`config.mk`:
```
export PLATFORM = sky130hd
export DESIGN_NAME = alu_mc
export DESIGN_NICKNAME = d
export VERILOG_FILES = /design/src/rtl/alu_mc_pkg.sv /design/src/rtl/alu_mc_iter.sv /design/src/rtl/alu_mc.sv
export SDC_FILE = /design/constraint.sdc
export NUM_CORES = 1
export LEC_CHECK = 0
export CAP_MARGIN = 20
export CORE_ASPECT_RATIO = 0.6
export CORE_UTILIZATION = 42
export DETAILED_ROUTE_END_ITERATION = 12
export PLACE_DENSITY_LB_ADDON = 0.3
export SLEW_MARGIN = 20
export SYNTH_ARGS = -nofsm -noshare
export SYNTH_HDL_FRONTEND = slang
export SYNTH_SLANG_ARGS = --single-unit
export TNS_END_PERCENT = 10
```
`constraint.sdc`:
```
create_clock -name clk -period 5.7 [get_ports clk]
set_input_delay 1.14 -clock clk [delete_from_list [all_inputs] [get_ports clk]]
set_output_delay 1.14 -clock clk [all_outputs]
set_load 0.005 [all_outputs]
```
`src/rtl/alu_mc_pkg.sv`:
```
// Shared ALU encodings, FSM states and saturation helpers (common_params).
// Define ALU_DIV_EN to include the DIV state.
package common_params;

  localparam logic [4:0] F_ADD  = 5'd0;
  localparam logic [4:0] F_SUB  = 5'd1;
  localparam logic [4:0] F_AND  = 5'd2;
  localparam logic [4:0] F_NOR  = 5'd3;
  localparam logic [4:0] F_SLL  = 5'd4;
  localparam logic [4:0] F_SRL  = 5'd5;
  localparam logic [4:0] F_SRA  = 5'd6;
  localparam logic [4:0] F_LHB  = 5'd7;
  localparam logic [4:0] F_NAND = 5'd8;
  localparam logic [4:0] F_OR   = 5'd9;
  localparam logic [4:0] F_NOT  = 5'd10;
  localparam logic [4:0] F_XOR  = 5'd11;
  localparam logic [4:0] F_XNOR = 5'd12;
  localparam logic [4:0] F_UMUL = 5'd13;
  localparam logic [4:0] F_SMUL = 5'd14;
  localparam logic [4:0] F_DIV  = 5'd15;

  typedef enum logic [1:0] {
    ST_IDLE,
`ifdef ALU_DIV_EN
    ST_DIV,
`endif
    ST_MUL
  } state_t;

  typedef enum logic {
    IM_MUL,
    IM_DIV
  } iter_mode_t;

  function automatic logic [63:0] sat_pos(input int w);
    return (64'd1 << (w - 1)) - 64'd1;
  endfunction

  function automatic logic [63:0] sat_neg(input int w);
    return 64'd1 << (w - 1);
  endfunction

endpackage

```
`src/rtl/alu_mc_iter.sv`:
```
// Shared iteration engine: shift-add multiply / restoring divide.
// One step per cycle, WIDTH steps per operation.
module alu_mc_iter
  import common_params::*;
#(
  parameter int WIDTH = 16
) (
  input  logic             clk,
  input  logic             rst,
  input  logic             start,
  input  iter_mode_t       mode,
  input  logic [WIDTH-1:0] a,
  input  logic [WIDTH-1:0] b,
  output logic             done,
  output logic [WIDTH-1:0] hi_n,
  output logic [WIDTH-1:0] lo_n
);

  localparam int CW = $clog2(WIDTH);

  logic             active;
  logic [CW-1:0]    cnt;
  iter_mode_t       mode_q;
  logic [WIDTH-1:0] hi;
  logic [WIDTH-1:0] lo;
  logic [WIDTH-1:0] b_q;
  logic [WIDTH:0]   sum;
  logic [WIDTH:0]   r_sh;
  logic [WIDTH:0]   diff;

  assign sum  = {1'b0, hi}
              + {1'b0, (lo[0] ? b_q : {WIDTH{1'b0}})};
  assign r_sh = {hi, lo[WIDTH-1]};
  assign diff = r_sh - {1'b0, b_q};
  assign done = active && (cnt == CW'(WIDTH - 1));

  // hi:lo is product (mul) or remainder:quotient (div)
  always_comb begin
    hi_n = sum[WIDTH:1];
    lo_n = {sum[0], lo[WIDTH-1:1]};
    if (mode_q == IM_DIV) begin
      hi_n = diff[WIDTH] ? r_sh[WIDTH-1:0]
                         : diff[WIDTH-1:0];
      lo_n = {lo[WIDTH-2:0], ~diff[WIDTH]};
    end
  end

  always_ff @(posedge clk or posedge rst) begin
    if (rst) begin
      active <= 1'b0;
      cnt    <= '0;
      mode_q <= IM_MUL;
      hi     <= '0;
      lo     <= '0;
      b_q    <= '0;
    end else if (start) begin
      active <= 1'b1;
      cnt    <= '0;
      mode_q <= mode;
      hi     <= '0;
      lo     <= a;
      b_q    <= b;
    end else if (active) begin
      hi  <= hi_n;
      lo  <= lo_n;
      cnt <= cnt + 1'b1;
      if (done) active <= 1'b0;
    end
  end

endmodule

```
`src/rtl/alu_mc.sv`:
```
// Multi-cycle EX-stage ALU with saturating add/sub and iterative mul/div.
// Define ALU_DIV_EN to build the divider; otherwise DIV is reserved.
module alu_mc
  import common_params::*;
#(
  parameter  int WIDTH = 16,
  localparam int SHW   = $clog2(WIDTH)
) (
  input  logic             clk,
  input  logic             rst,
  input  logic             in_vld,
  output logic             in_rdy,
  input  logic [4:0]       func,
  input  logic [WIDTH-1:0] src0,
  input  logic [WIDTH-1:0] src1,
  input  logic [SHW-1:0]   shamt,
  output logic             out_vld,
  output logic [WIDTH-1:0] dst,
  output logic             ov,
  output logic             zr,
  output logic             neg,
  output logic             busy
);

  localparam int H = WIDTH / 2;
  localparam logic [WIDTH-1:0] SAT_POS =
    WIDTH'(sat_pos(WIDTH));
  localparam logic [WIDTH-1:0] SAT_NEG =
    WIDTH'(sat_neg(WIDTH));

  state_t           state;
  state_t           state_n;
  logic             accept;
  logic             is_mul;
  logic             is_div;
  logic             start;
  logic             done;
  iter_mode_t       mode;
  logic [WIDTH-1:0] op_a;
  logic [WIDTH-1:0] op_b;
  logic [WIDTH-1:0] hi_n;
  logic [WIDTH-1:0] lo_n;
  logic [WIDTH-1:0] sum;
  logic [WIDTH-1:0] diff;
  logic             add_of;
  logic             sub_of;
  logic [WIDTH-1:0] sc_res;
  logic             sc_ov;
  logic [WIDTH-1:0] mc_res;
  logic             mc_ov;
  logic             mc_smul;
  logic             mc_fix;
  logic [H-1:0]     mag1;
  logic [H-1:0]     mag0;
  logic             sgn;

  assign in_rdy = (state == ST_IDLE);
  assign busy   = ~in_rdy;
  assign accept = in_vld & in_rdy;
  assign zr     = (dst == '0);
  assign neg    = dst[WIDTH-1];
  assign is_mul = (func == F_UMUL) || (func == F_SMUL);
`ifdef ALU_DIV_EN
  assign is_div = (func == F_DIV);
`else
  assign is_div = 1'b0;
`endif

  assign sum    = src1 + src0;
  assign diff   = src1 - src0;
  assign add_of = (src1[WIDTH-1] == src0[WIDTH-1])
               && (sum[WIDTH-1] != src1[WIDTH-1]);
  assign sub_of = (src1[WIDTH-1] != src0[WIDTH-1])
               && (diff[WIDTH-1] != src1[WIDTH-1]);

  always_comb begin
    sc_res = '0;
    sc_ov  = 1'b0;
    case (func)
      F_ADD: begin
        sc_ov  = add_of;
        sc_res = !add_of ? sum
               : (src1[WIDTH-1] ? SAT_NEG : SAT_POS);
      end
      F_SUB: begin
        sc_ov  = sub_of;
        sc_res = !sub_of ? diff
               : (src1[WIDTH-1] ? SAT_NEG : SAT_POS);
      end
      F_AND:  sc_res = src1 & src0;
      F_NOR:  sc_res = ~(src1 | src0);
      F_SLL:  sc_res = src1 << shamt;
      F_SRL:  sc_res = src1 >> shamt;
      F_SRA:  sc_res = $signed(src1) >>> shamt;
      F_LHB:  sc_res = {src1[H-1:0], src0[H-1:0]};
      F_NAND: sc_res = ~(src1 & src0);
      F_OR:   sc_res = src1 | src0;
      F_NOT:  sc_res = ~src1;
      F_XOR:  sc_res = src1 ^ src0;
      F_XNOR: sc_res = ~(src1 ^ src0);
      default: ;
    endcase
  end

  // SMUL multiplies magnitudes; the sign is restored at the end
  assign mag1 = src1[H-1] ? (~src1[H-1:0] + 1'b1)
                          : src1[H-1:0];
  assign mag0 = src0[H-1] ? (~src0[H-1:0] + 1'b1)
                          : src0[H-1:0];
  assign sgn  = src1[H-1] ^ src0[H-1];
  assign op_a = (func == F_SMUL) ? {{H{1'b0}}, mag1} : src1;
  assign op_b = (func == F_SMUL) ? {{H{1'b0}}, mag0} : src0;
  assign mode = is_div ? IM_DIV : IM_MUL;

  alu_mc_iter #(
    .WIDTH(WIDTH)
  ) u_iter (
    .clk  (clk),
    .rst  (rst),
    .start(start),
    .mode (mode),
    .a    (op_a),
    .b    (op_b),
    .done (done),
    .hi_n (hi_n),
    .lo_n (lo_n)
  );

  always_comb begin
    state_n = state;
    start   = 1'b0;
    case (state)
      ST_IDLE: begin
        if (accept) begin
          unique case (1'b1)
            is_mul: begin
              state_n = ST_MUL;
              start   = 1'b1;
            end
`ifdef ALU_DIV_EN
            is_div: begin
              state_n = ST_DIV;
              start   = 1'b1;
            end
`endif
            default: ;
          endcase
        end
      end
      ST_MUL: if (done) state_n = ST_IDLE;
`ifdef ALU_DIV_EN
      ST_DIV: if (done) state_n = ST_IDLE;
`endif
      default: state_n = ST_IDLE;
    endcase
  end

  always_comb begin
    mc_res = lo_n;
    mc_ov  = mc_fix;
    if (state == ST_MUL) begin
      if (mc_smul) begin
        mc_res = mc_fix ? (~lo_n + 1'b1) : lo_n;
        mc_ov  = 1'b0;
      end else begin
        mc_ov = |hi_n;
      end
    end
  end

  always_ff @(posedge clk or posedge rst) begin
    if (rst) state <= ST_IDLE;
    else     state <= state_n;
  end

  // mc_fix: result sign for SMUL, divide-by-zero for DIV
  always_ff @(posedge clk or posedge rst) begin
    if (rst) begin
      out_vld <= 1'b0;
      dst     <= '0;
      ov      <= 1'b0;
      mc_smul <= 1'b0;
      mc_fix  <= 1'b0;
    end else begin
      out_vld <= 1'b0;
      if (accept) begin
        if (start) begin
          mc_smul <= (func == F_SMUL);
          mc_fix  <= (func == F_SMUL) ? sgn
                                      : (src0 == '0);
        end else begin
          out_vld <= 1'b1;
          dst     <= sc_res;
          ov      <= sc_ov;
        end
      end else if (done) begin
        out_vld <= 1'b1;
        dst     <= mc_res;
        ov      <= mc_ov;
      end
    end
  end

endmodule

```
## Yosys cells after proc, flatten, opt, wreduce, memory -nomap -nowiden

Cells that the tools add are included.

- Logic and storage cells: 113
- Bits in read-only memories: 0
- Bits in writable memories: 0
- Latch bits: 0
- Memories: 0
- Register bits: 75
- Input bits: 44

- Divide/modulo/power cells: 0
- Bitwise operators: 13
- Muxes and demuxes: 41
- Shift-type cells: 3
- Add/sub/neg operators: 7
- Multipliers: 0
- Equal/unequal tests: 24
- Reductions and logical operators: 14
- $lt $le $gt $ge: 0

Operator list:

| operator | count |
|---|---|
| $mux 16 | 16 |
| $pmux 16 s13 | 1 |
| $not 16->16 | 5 |
| $eq 5x4->1 const B | 7 |
| $logic_not 16->1 | 2 |
| $eq 5x3->1 const B | 4 |
| $add 16x16->17 | 1 |
| $add 16x1->16 const B | 1 |
| $add 16x16->16 | 1 |
| $add 8x1->8 const B | 2 |
| $and 16x16->16 | 1 |
| $mux 8 | 2 |
| $not 8->8 | 2 |
| $or 16x16->16 | 1 |
| $reduce_or 16->1 | 1 |
| $shl 16x4->16 | 1 |
| $shr 16x4->16 | 1 |
| $sshr 16x4->16 | 1 |
| $sub 16x16->16 | 1 |
| $xor 16x16->16 | 1 |
| $mux 1 | 15 |
| $eq 5x2->1 const B | 2 |
| $mux 4 | 2 |
| $mux 2 | 3 |
| 20 further kinds | 28 |

## Longest topological paths before layout

- Depth after elaboration: 9
- Mapped depth: 21
- Depth with buffers taken out: 19

## Cells and area by module

From an unflattened synthesis, not the netlist that was laid out.

- Cell total of the unflattened synthesis: 1480
- Area total of the unflattened synthesis: 11006.8 sq um

Modules (own cells, without submodules):

| module | area an instance (sq um) | seq. area each (sq um) | cells each | times used |
|---|---|---|---|---|
| alu_mc | 6538.8 | 525.5 | 939 | 1 |
| alu_mc_iter | 4468.0 | 1351.3 | 541 | 1 |

## Worst setup path before layout

Ideal clock, no wire load.

- Path type: input port to flip-flop
- From: in src1[3]
- To: reg dst[11]
- Buffers on the path: 2
- Setup time: 0.065 ns
- Cell stages on the path: 20
- Arrival time: 4.838 ns
- Setup slack: 0.797 ns
- Cells stage by stage: clkbuf_1 -> inv_1 -> ha_1 -> buf_2 -> inv_1 -> a221oi_1 -> a21oi_1 -> nand2_1 -> a21oi_1 -> a221oi_1 -> o21bai_1 -> a21oi_1 -> fa_1 -> or3_1 -> or2_2 -> nand2_1 -> nor4b_1 -> nor4b_2 -> o221ai_1 -> o221a_2

- Cells in the longest elaborated chain, start to end: 7

RTL lines:

| element | RTL line | source |
|---|---|---|
| start: declaration | alu_mc.sv:15 | `input logic [WIDTH-1:0] src1,` |
| $sub 16x16->16 or $add 16x16->16 (tied branches) | alu_mc.sv:70, alu_mc.sv:69 |  |
| $ne 1x1->1, on equally long branches | alu_mc.sv:74, alu_mc.sv:72 |  |
| $logic_and 1x1->1, on equally long branches | alu_mc.sv:74, alu_mc.sv:72 |  |
| $mux 16, on equally long branches | alu_mc.sv:87, alu_mc.sv:82 |  |
| $pmux 16 s13 (*) | alu_mc.sv:79 | `case (func)` |
| $mux 16 (*) | alu_mc.sv:187 | `if (start) begin` |
| $mux 16 (*) | alu_mc.sv:186 | `if (accept) begin` |
| end signal: assignment | alu_mc.sv:193 | `dst <= sc_res;` |
| end signal: assignment | alu_mc.sv:198 | `dst <= mc_res;` |
| end: declaration | alu_mc.sv:18 | `output logic [WIDTH-1:0] dst,` |

Mark *: on every way between the ends. The rest lies on a longest branch, timed or not. The select of a mux whose other input is x is not followed.
A chain may end at the register's enable or synchronous reset.

## Worst setup path after layout

- From: in src1[1]
- To: reg dst[11]

Same word-level chain as after synthesis.

==> metrics.log <==
INFO  metric run_status = finished clean
INFO  metric cts.clk_slew.worst_paths = 60 ps
INFO  metric worst_ep_arrival_time = 5610 ps
INFO  metric tritoncts_num_sinks = 74
INFO  metric max_clock_freq = 186.0 MHz
INFO  metric vias = 10255
INFO  metric yosys_warnings = 0
INFO  metric finalSetupViolCount = 0
INFO  metric drv_slew = 0
INFO  metric synth_area_in_adders = 9.888%
INFO  metric floorplan.initialDensity = 42.75%
INFO  metric floorplan.die_area = 0.02304 mm²
INFO  metric startpoint_type = input pin
INFO  metric syn_area_per_cell = 7.580 µm²
INFO  metric crit_path_max_fanout = 5
INFO  metric total_count_of_hold_check_failures_in_the_final_report = 0
INFO  metric min_path_type = reg2reg
INFO  metric numPortBuffers = 65
INFO  metric net_count_after_synthesis = 1358
INFO  metric rr_endpoint = ov
INFO  metric cts_inserted_buffers = 9
INFO  metric viasPerCell = 6.405
INFO  metric proportion_of_layout_cells_with_a_drive_suffix_above_1 = 11.25%
INFO  metric hpwlAfterDp = 34270 µm
INFO  metric detail_route.wirelength = 42700 µm
INFO  metric die_x_extent = 195.3 µm
INFO  metric gp_routability_congestion = 1.076
INFO  metric hold_buffers = 0
INFO  metric grt_antenna_before_repair = 1
INFO  metric p_leak = 4.583 nW
INFO  metric critical_path_required = 5940 ps
INFO  metric most-common-layout-cells = 140 x sky130_fd_sc_hd__nor2_1, 105 x sky130_fd_sc_hd__nand2_1, 92 x sky130_fd_sc_hd__a21oi_1, 92 x sky130_fd_sc_hd__o21ai_0, 73 x sky130_fd_sc_hd__dfrtp_1
INFO  metric io-pin-count = 66
INFO  metric power.density = 349.1 mW/mm²
INFO  metric reg_to_reg_startpoint = u_iter.lo[0]
INFO  metric grt_pass1_wl = 62710 µm
INFO  metric final_period_minus_worst_setup_slack = 5376 ps
INFO  metric layout.nets = 1426
INFO  metric path_class = in2reg
INFO  metric vdd_ir_drop_max = 0.2661 mV
INFO  metric combinational_family_with_the_most_area_after_synthesis = compound AO/OA/AOI/OAI gates
INFO  metric grt_start_max_net_pins = 52
INFO  metric syn2layout_area_growth = 15.83%
INFO  metric final.setup.tns = 0 ps
INFO  metric detail-route-antenna-nets = 0
INFO  metric grt_setup_unrepaired = false
INFO  metric yosys.area_share.xor_xnor = 5.117%
INFO  metric synth.mux.area_fraction = 10.30%
INFO  metric post-place-cells = 1585
INFO  metric worst_r2r_path_depth = 12
INFO  metric drt_iter0_markers = 1368
INFO  metric synth_edf_count = 0
INFO  metric slew_headroom = 17.25%
INFO  metric yosys_most_used_dff = sky130_fd_sc_hd__dfrtp_1
INFO  metric detail_route.wl_per_cell = 26.67 µm
INFO  metric antennaDiodeCount = 0
INFO  metric endpoint_kind = flop
INFO  metric final_cell_count_no_fill = 1601
INFO  metric global_route.usage.total = 37.42%
INFO  metric total_of_flip_flops_plus_latches_after_synthesis = 74
INFO  metric post_synth_num_cell_types = 89
INFO  metric first_global_vias = 9390
INFO  metric clock_insertion_delay_worst_skew = 350 ps
INFO  metric drv.max_cap_violation_count = 0
INFO  metric synth-async-reset-ratio = 100.0%
INFO  metric timing_worst_slew_pin_value = 1226 ps
INFO  metric post-route-period-util = 94.31%
INFO  metric complex_gate_fraction_of_the_synthesized_area = 25.16%
INFO  metric postCtsSetupBuffers = 0
INFO  metric route.detailed.drc = 0
INFO  metric post_synth_and_or_nand_nor_area_fraction = 22.90%
INFO  metric netlist_instances = 1242
INFO  metric ctsResizeCount = 0
INFO  metric cts_tree = built
INFO  metric rrSetupSlack = 2050 ps
INFO  metric globalRouteOverflowTotal = 0
INFO  metric synth_sequential_area_ratio = 19.67%
INFO  metric crit_path_end = dst[11]
INFO  metric h-tree-depth = 3
INFO  metric synthesis.area = 0.009414 mm²
INFO  metric startpoint = src1[1]
INFO  metric fin_clk_skew = 9.390 ps
INFO  metric number_of_optimization_iterations_in_the_first_detailed_route_pass = 5
INFO  metric core_area = 0.02202 mm²
INFO  metric cts_max_path_buffers = 2
INFO  metric cts_root_buf = sky130_fd_sc_hd__clkbuf_16
INFO  metric layout.cells.most_common = sky130_fd_sc_hd__nor2_1
INFO  metric rows = 42
INFO  metric overall_die_height = 118.0 µm
==> Yosys cell counts (6+ instances only) <==
library cell / instances / area (µm²)
sky130_fd_sc_hd__nor2_1: 141 / 529.3
sky130_fd_sc_hd__nand2_1: 105 / 394.1
sky130_fd_sc_hd__a21oi_1: 92 / 460.4
sky130_fd_sc_hd__o21ai_0: 92 / 460.4
sky130_fd_sc_hd__dfrtp_1: 74 / 1852
sky130_fd_sc_hd__ha_1: 68 / 850.8
sky130_fd_sc_hd__inv_1: 64 / 240.2
sky130_fd_sc_hd__mux2i_1: 53 / 530.5
sky130_fd_sc_hd__clkbuf_1: 42 / 157.7
sky130_fd_sc_hd__nand3_1: 39 / 195.2
sky130_fd_sc_hd__xnor2_1: 38 / 332.8
sky130_fd_sc_hd__nor3_1: 33 / 165.2
sky130_fd_sc_hd__a211oi_1: 24 / 180.2
sky130_fd_sc_hd__buf_2: 23 / 115.1
sky130_fd_sc_hd__and2_1: 21 / 131.4
sky130_fd_sc_hd__o211ai_1: 17 / 127.6
sky130_fd_sc_hd__o31ai_1: 17 / 127.6
sky130_fd_sc_hd__xor2_1: 17 / 148.9
sky130_fd_sc_hd__nor4_1: 16 / 100.1
sky130_fd_sc_hd__mux2_2: 15 / 168.9
sky130_fd_sc_hd__a31oi_1: 14 / 87.58
sky130_fd_sc_hd__nand2b_1: 13 / 81.33
sky130_fd_sc_hd__mux4_2: 12 / 270.3
sky130_fd_sc_hd__o22ai_1: 12 / 75.07
sky130_fd_sc_hd__buf_4: 11 / 82.58
sky130_fd_sc_hd__nand4_1: 11 / 68.82
sky130_fd_sc_hd__a221oi_1: 10 / 87.58
sky130_fd_sc_hd__nor2b_1: 10 / 62.56
sky130_fd_sc_hd__o21ai_1: 10 / 50.05
sky130_fd_sc_hd__o21bai_1: 10 / 75.07
sky130_fd_sc_hd__or3_1: 10 / 62.56
sky130_fd_sc_hd__a21o_1: 7 / 52.55
sky130_fd_sc_hd__a2111oi_0: 6 / 52.55
sky130_fd_sc_hd__a211o_1: 6 / 52.55
sky130_fd_sc_hd__and3_1: 6 / 37.54
==> critical path: stages <==
cell and delay [ps]:
sky130_fd_sc_hd__clkdlybuf4s50_1 570, sky130_fd_sc_hd__inv_1 90, sky130_fd_sc_hd__ha_1 300, sky130_fd_sc_hd__o21bai_1 220
sky130_fd_sc_hd__a221oi_1 150, sky130_fd_sc_hd__a21oi_1 320, sky130_fd_sc_hd__nand2_1 90, sky130_fd_sc_hd__a21oi_1 380
sky130_fd_sc_hd__a221oi_1 210, sky130_fd_sc_hd__o21bai_1 170, sky130_fd_sc_hd__a21oi_1 110, sky130_fd_sc_hd__fa_1 560
sky130_fd_sc_hd__nand3_1 110, sky130_fd_sc_hd__nand3_1 110, sky130_fd_sc_hd__or2_2 160, sky130_fd_sc_hd__nand2_1 80
sky130_fd_sc_hd__nor4b_1 270, sky130_fd_sc_hd__nor4b_2 250, sky130_fd_sc_hd__o221ai_1 170, sky130_fd_sc_hd__o221a_2 150
==> report_power, final <==
part	total, mW	internal (mW)	leakage, nW	switching [mW]
combinational	2.15	0.894	3.51	1.25
sequential	1.03	0.766	0.909	0.266
clock	0.627	0.388	0.162	0.239
==> per-layer routing <==
| layer | global-route usage, % | routed length (µm) |
|---|---|---|
| met1 | 55.43 | 19880 |
| met5 | 0 | 12 |
| met4 | 8.120 | 877 |
| met2 | 46.65 | 15260 |
| met3 | 18.83 | 6673 |
==> flip-flops by register name, summed over array words and instances (netlist names) <==
name,count
state,1
out_vld,1
u_iter.hi,16
u_iter.lo,16
mc_fix,1
ov,1
u_iter.b_q,16
mc_smul,1
dst,16
u_iter.cnt,4
u_iter.active,1
==> cell families (layout without fill, tap and decap cells) <==
| family | count (synthesis) | after routing |
|---|---|---|
| AO/OA/AOI/OAI | 370 | 370 |
| XOR/XNOR | 55 | 55 |
| adder cells (fa/ha/maj) | 72 | 72 |
| buffers and inverters | 148 | 221 |
| flip-flops | 74 | 74 |
| multiplexers | 80 | 80 |
| AND/OR/NAND/NOR | 443 | 443 |
==> area by class of cell <==
type	count	area [µm²]
clock inverter	3	43.79
sequential	74	1853
multi-input combinational	1020	6914
clock buffer	13	280.3
tap	286	357.8
timing repair buffer	137	1199
fill	2206	11110
inverter	68	256.5
==> worst min path at each step <==
stage	from	to	slack (ps)	cells past startpoint
global route	u_iter.b_q[7]	u_iter.b_q[7]	500	2
floorplan	u_iter.b_q[7]	u_iter.b_q[7]	430	2
detailed placement	u_iter.b_q[10]	u_iter.b_q[10]	460	2
global placement	u_iter.b_q[7]	u_iter.b_q[7]	450	2
finish	u_iter.b_q[5]	u_iter.b_q[5]	470	2
CTS	u_iter.b_q[10]	u_iter.b_q[10]	480	2
==> through the flow <==
stage / worst slack (ps) / hold WS (ps) / area [µm²] / utilization (%) / total power [mW]
2_1_floorplan: 796.5 / 431.1 / 9414 / - / 2.340
3_3_place_gp: 321.3 / 453.3 / 10580 / 48.05 / 3.081
3_5_place_dp: 144.5 / 463.0 / 10580 / 48.05 / 3.118
4_1_cts: 486.2 / 476.4 / 10900 / 49.52 / 3.757
5_1_grt: 143.6 / 495.4 / 10900 / 49.52 / 4.067
6_report: 324.1 / 474.6 / 10900 / 49.52 / 3.807
(Power assumes the default switching activity.)
==> patch 1: new RTL, same flow settings <==
Remove the case item `F_SRA` of the case on `func`.
--- a/src/rtl/alu_mc.sv
+++ b/src/rtl/alu_mc.sv
@@ -91,7 +91,6 @@
       F_NOR:  sc_res = ~(src1 | src0);
       F_SLL:  sc_res = src1 << shamt;
       F_SRL:  sc_res = src1 >> shamt;
-      F_SRA:  sc_res = $signed(src1) >>> shamt;
       F_LHB:  sc_res = {src1[H-1:0], src0[H-1:0]};
       F_NAND: sc_res = ~(src1 & src0);
       F_OR:   sc_res = src1 | src0;
Behaviour: not the same (a bounded check fails within 4 cycles, from zero or initial values and one cycle with rst high).
==> patch 1 against the original RTL <==
Worst setup slack got worse by 6.7 ps; wire length fell by 9.7%; first-iteration DRC count fell by 2.3%; synthesized area fell by 6.3%; clock skew fell by 1.8 ps; worst hold slack got worse by 18 ps; design area fell by 4.9%; total power fell by 7.2%; synthesized cell count fell by 4.8%; sequential cell count did not move.
==> patch 1: results (changes against the original RTL) <==
finClkSkew_ps: 7.62  # -1.77 ps
synth_ff_type: "dfrtp_1"
ys_seq_area_frac: 0.210  # +0.0132
cts_buffers: 9  # unchanged
yosys_warnings: 0  # unchanged
outcome: "complete, no violations"
antenna_found_initial: 2  # +1
leakage_nw: 4.44  # -3.0%
wl_met3_um: 6110  # -8.5%
place_ws_ps: -119  # -263 ps
place.gp.congestion: 1.05  # -2.0%
path_clk_slew_ps: 60  # about the same
grt_max_degree: 75  # +44%
arrival_ps: 5600  # about the same
worstReg2RegStart: "u_iter.lo[0]$_DFFE_PP0P_"
io_buffers: 65  # unchanged
min-delay-start: "u_iter.b_q[7]$_DFFE_PP0P_"
cts.path.max_buffers: 2  # unchanged
met2_length_um: 14100  # -7.7%
wl_met1_um: 17600  # -11%
synthesis.nets: 1304  # -4.0%
routed_wl_um: 38600  # -9.7%
synth_common_cells: "141 x nor2_1, 115 x nand2_1, 113 x o21ai_0"
async_reset_ff_frac: 1.00  # unchanged
synthTopCellsByArea: "dfrtp_1 21%, ha_1 10%, o21ai_0 6.4%"
drtIter0Drc: 1336  # -2.3%
htree_levels: 3  # unchanged
fin_nets: 1374  # -3.6%
cp_max_fo: 11  # +6
clkLatencyLatePin_ps: 350  # about the same
vdd_drop_max_v: 0.000311  # +17%
worst_slew_pin_slew_ps: 1230  # +2.08 ps
dp_hpwl_um: 31000  # -9.4%
routed.top_layer: "met5"
vias_per_cell: 6.34  # -1.1%
dr.pass1.iters: 5  # unchanged
grt_pass1_vias: 8831  # -6.0%
clockRootBuffer: "clkbuf_16"
ys_types: 67  # -25%
crit_path_start: "src0[1]"
grt_pass1_wl_um: 57600  # -8.1%
grt_usage: 0.365  # -0.00942
layout-drive-gt1-share: 0.0884  # -0.0242
hp-class: "register to register"
synth.top_cell.area_share: 0.210  # +0.0132
==> patch 1: cell types whose count changed in the layout (fill, tap and decap cells not counted), moves of 10 or more <==
cell	unedited run	this run
a21oi_1	92	76
nand2_1	105	115
nand3_1	39	26
o21a_1	5	16
o21ai_0	92	112
o31ai_1	17	4
==> patch 1: area by class of cell <==
class	count	area [sq um]
Sequential cell	74	1850
Clock buffer	9	225
Inverter	55	208
Clock inverter	6	68.8
Multi-Input combinational cell	975	6490
Antenna cell	1	2.50
Tap cell	273	342
Fill cell	2003	9900
Timing Repair Buffer	137	1180
==> patch 1: report_power, final <==
part           switching (mW)  internal [mW]
Clock                   0.236          0.338
Combinational            1.10          0.821
Sequential              0.270          0.770
Total                    1.60           1.93
==> patch 1: layer usage <==
| layer | GRT usage | up-vias |
|---|---|---|
| li1 | - | 4410 |
| met1 | 0.544 | 4582 |
| met2 | 0.456 | 645 |
| met3 | 0.173 | 52 |
| met4 | 0.0704 | 4 |
| met5 | 0.0475 | - |
==> patch 1: timing repair <==
item	4_1_cts	5_1_grt
endpoints found under the setup margin	0	4
gates resized for setup	0	2
setup buffers	0	1
==> patch 1: cell families after synthesis <==
group / share of synthesized area
simple gates: 0.215
compound gates: 0.262
buf+inv: 0.0571
fa+ha+maj: 0.114
flops: 0.210
mux: 0.0811
xor+xnor: 0.0605
==> patch 1: worst paths after layout <==
path	cells after the start	slack (ps)	to
max	22	320	dst[2]$_DFFE_PP0P_
min	2	460	u_iter.b_q[7]$_DFFE_PP0P_
max reg2reg	13	1720	ov$_DFFE_PP0P_
min reg2reg	2	460	u_iter.b_q[7]$_DFFE_PP0P_
min in group asynchronous	3	1390	u_iter.cnt[0]$_DFFE_PP0P_
max in group asynchronous	3	3650	u_iter.b_q[12]$_DFFE_PP0P_
==> patch 1: metrics by stage <==
stage | TNS (ps) | instance area (sq um) | cells
after floorplan | 0 | 8820 | 1182
after global routing | -47.8 | 10400 | 1529
after CTS | 0 | 10300 | 1528
after detailed placement | -196 | 10100 | 1513
final | 0 | 10400 | 1530
after global placement | 0 | 10100 | 1513
==> patch 1: critical path, stage by stage <==
cell             delay [ps]
clkdlybuf4s50_1         530
inv_1                    80
ha_1                    320
nor2_1                  190
o311a_1                 240
o41ai_1                 100
buf_4                   170
nor4_2                  270
nor2_1                   90
a222oi_1                320
a21oi_1                 140
nor2_1                  110
nor2_1                   70
fa_1                    590
nand2_1                 100
o21ai_1                 170
buf_4                   210
o21ai_0                 100
nor2_1                  100
a21oi_1                  50
o41ai_1                 360
a31oi_1                 130
==> patch 2: new RTL, config.mk and constraints unchanged <==
Made on the original files. `WIDTH` is set to 16 in 2 places; all go to 8.
--- a/src/rtl/alu_mc_iter.sv
+++ b/src/rtl/alu_mc_iter.sv
@@ -3,7 +3,7 @@
 module alu_mc_iter
   import common_params::*;
 #(
-  parameter int WIDTH = 16
+  parameter int WIDTH = 8
 ) (
   input  logic             clk,
   input  logic             rst,
--- a/src/rtl/alu_mc.sv
+++ b/src/rtl/alu_mc.sv
@@ -3,7 +3,7 @@
 module alu_mc
   import common_params::*;
 #(
-  parameter  int WIDTH = 16,
+  parameter  int WIDTH = 8,
   localparam int SHW   = $clog2(WIDTH)
 ) (
   input  logic             clk,
Interface: changed (resized dst, shamt, src0 and src1); port bits go from 66 to 41. No check against the original RTL was run, so the function may have changed too.
==> patch 2 against the original RTL <==
First-iteration DRC count decreased by 63%; critical path type unchanged; sequential cell count decreased by 33; highest routed layer is now met4; combinational power decreased by 59%; design area decreased by 49%; critical path depth decreased by 6; critical endpoint is now dst[0]$_DFFE_PP0P_; clock skew decreased by 3.0 ps; synthesized area decreased by 48%; worst setup slack improved by 33 ps; worst hold slack got worse by 14 ps; wire length decreased by 61%; total power decreased by 54%.
==> patch 2: results (changes against the original RTL) <==
met3_usage: 0.0886  # -0.0997
fin_nets: 696  # -51%
min-delay-start: "u_iter.b_q[7]$_DFFE_PP0P_"
htree_levels: 2  # -1
layout-drive-gt1-share: 0.0810  # -0.0316
met2_length_um: 6100  # -60%
cts_resized: 0  # unchanged
post-place-cells: 782  # -51%
grt_pass1_wl_um: 25700  # -59%
grt_util_met1: 0.452  # -0.102
crit_path_end: "dst[0]$_DFFE_PP0P_"
n_antenna_cell: 1  # +1
place.gp.congestion: 0.983  # -8.6%
io_buffers: 40  # -38%
crit_path_start: "src0[2]"
critPathSlowestCell: "fa_1"
r2r_cells: 11  # -1
final-clk-cell-share: 0.0285  # -0.00121
slowest_delay_ps: 640  # +70 ps
ys_types: 76  # -15%
vias_per_cell: 6.17  # -3.6%
vdd_drop_max_v: 0.000148  # -44%
synth_common_cells: "54 x nor2_1, 53 x nand2_1, 46 x mux2i_1, 46 x o21ai_0, 41 x dfrtp_1"
cp_max_fo: 10  # +5
grt_max_degree: 42  # -19%
cts_buffers: 5  # -4
nNonClkBuffers: 58  # -58%
nFillCells: 1099  # -50%
slew_headroom: 0.333  # +0.160
synthTopCellsByArea: "dfrtp_1 21%, mux2i_1 9.5%, ha_1 9.3%"
finClkSkew_ps: 6.42  # -2.97 ps
vias: 4883  # -52%
outcome: "complete, no violations"
wl_met3_um: 2140  # -68%
inverters_excl_clock: 32  # -53%
grt_pass1_vias: 4443  # -53%
dr.pass1.iters: 7  # +2
grt_use_met2: 0.363  # -0.103
routed.top_layer: "met4"
nClkBuffers: 7  # -6
ys_seq_area_frac: 0.211  # +0.0141
hold_ws_ps: 460  # -14.2 ps
drtIter0Drc: 505  # -63%
syn_inst: 609  # -51%
cts_setup_buffers: 0  # unchanged
nonClkBufAreaFrac: 0.0968  # -0.0131
seq_cells: 41  # -45%
arrival_ps: 5520  # -90 ps
clkLatencyLatePin_ps: 290  # -60 ps
grt_usage: 0.287  # -0.0873
routed_wl_um: 16700  # -61%
register_area_sq_mm: 0.00103  # -45%
synthesis.nets: 676  # -50%
leakage_nw: 2.37  # -48%
dp_hpwl_um: 13200  # -61%
ff2ff_setup_slack_ps: 2830  # +780 ps
-- patch 2: cell count changes in the layout (fill, tap and decap cells not counted), sizes merged, moves of 24 or more --
| cell | delta |
|---|---|
| buf | -55 |
| a21oi | -62 |
| o21ai | -52 |
| nand2 | -52 |
| dfrtp | -33 |
| clkdlybuf4s50 | -24 |
| inv | -34 |
| ha | -32 |
| nor2 | -85 |
-- patch 2: through the flow --
step | instance area, sq um | setup WS [ps]
2_1_floorplan | 4870 | 1200
3_3_place_gp | 5370 | 382
3_5_place_dp | 5370 | 270
4_1_cts | 5530 | 568
5_1_grt | 5530 | 171
6_report | 5530 | 357
-- patch 2: cells by family after synthesis --
logic type	share of synthesized area
buf+inv	0.0733
mux	0.115
simple gates	0.217
xor+xnor	0.0432
flops	0.211
fa+ha+maj	0.109
compound gates	0.231
-- patch 2: where the power goes --
group / switching, mW / internal (mW) / total, mW
registers: 0.149 / 0.419 / 0.568
logic: 0.467 / 0.405 / 0.872
clock network: 0.118 / 0.185 / 0.303
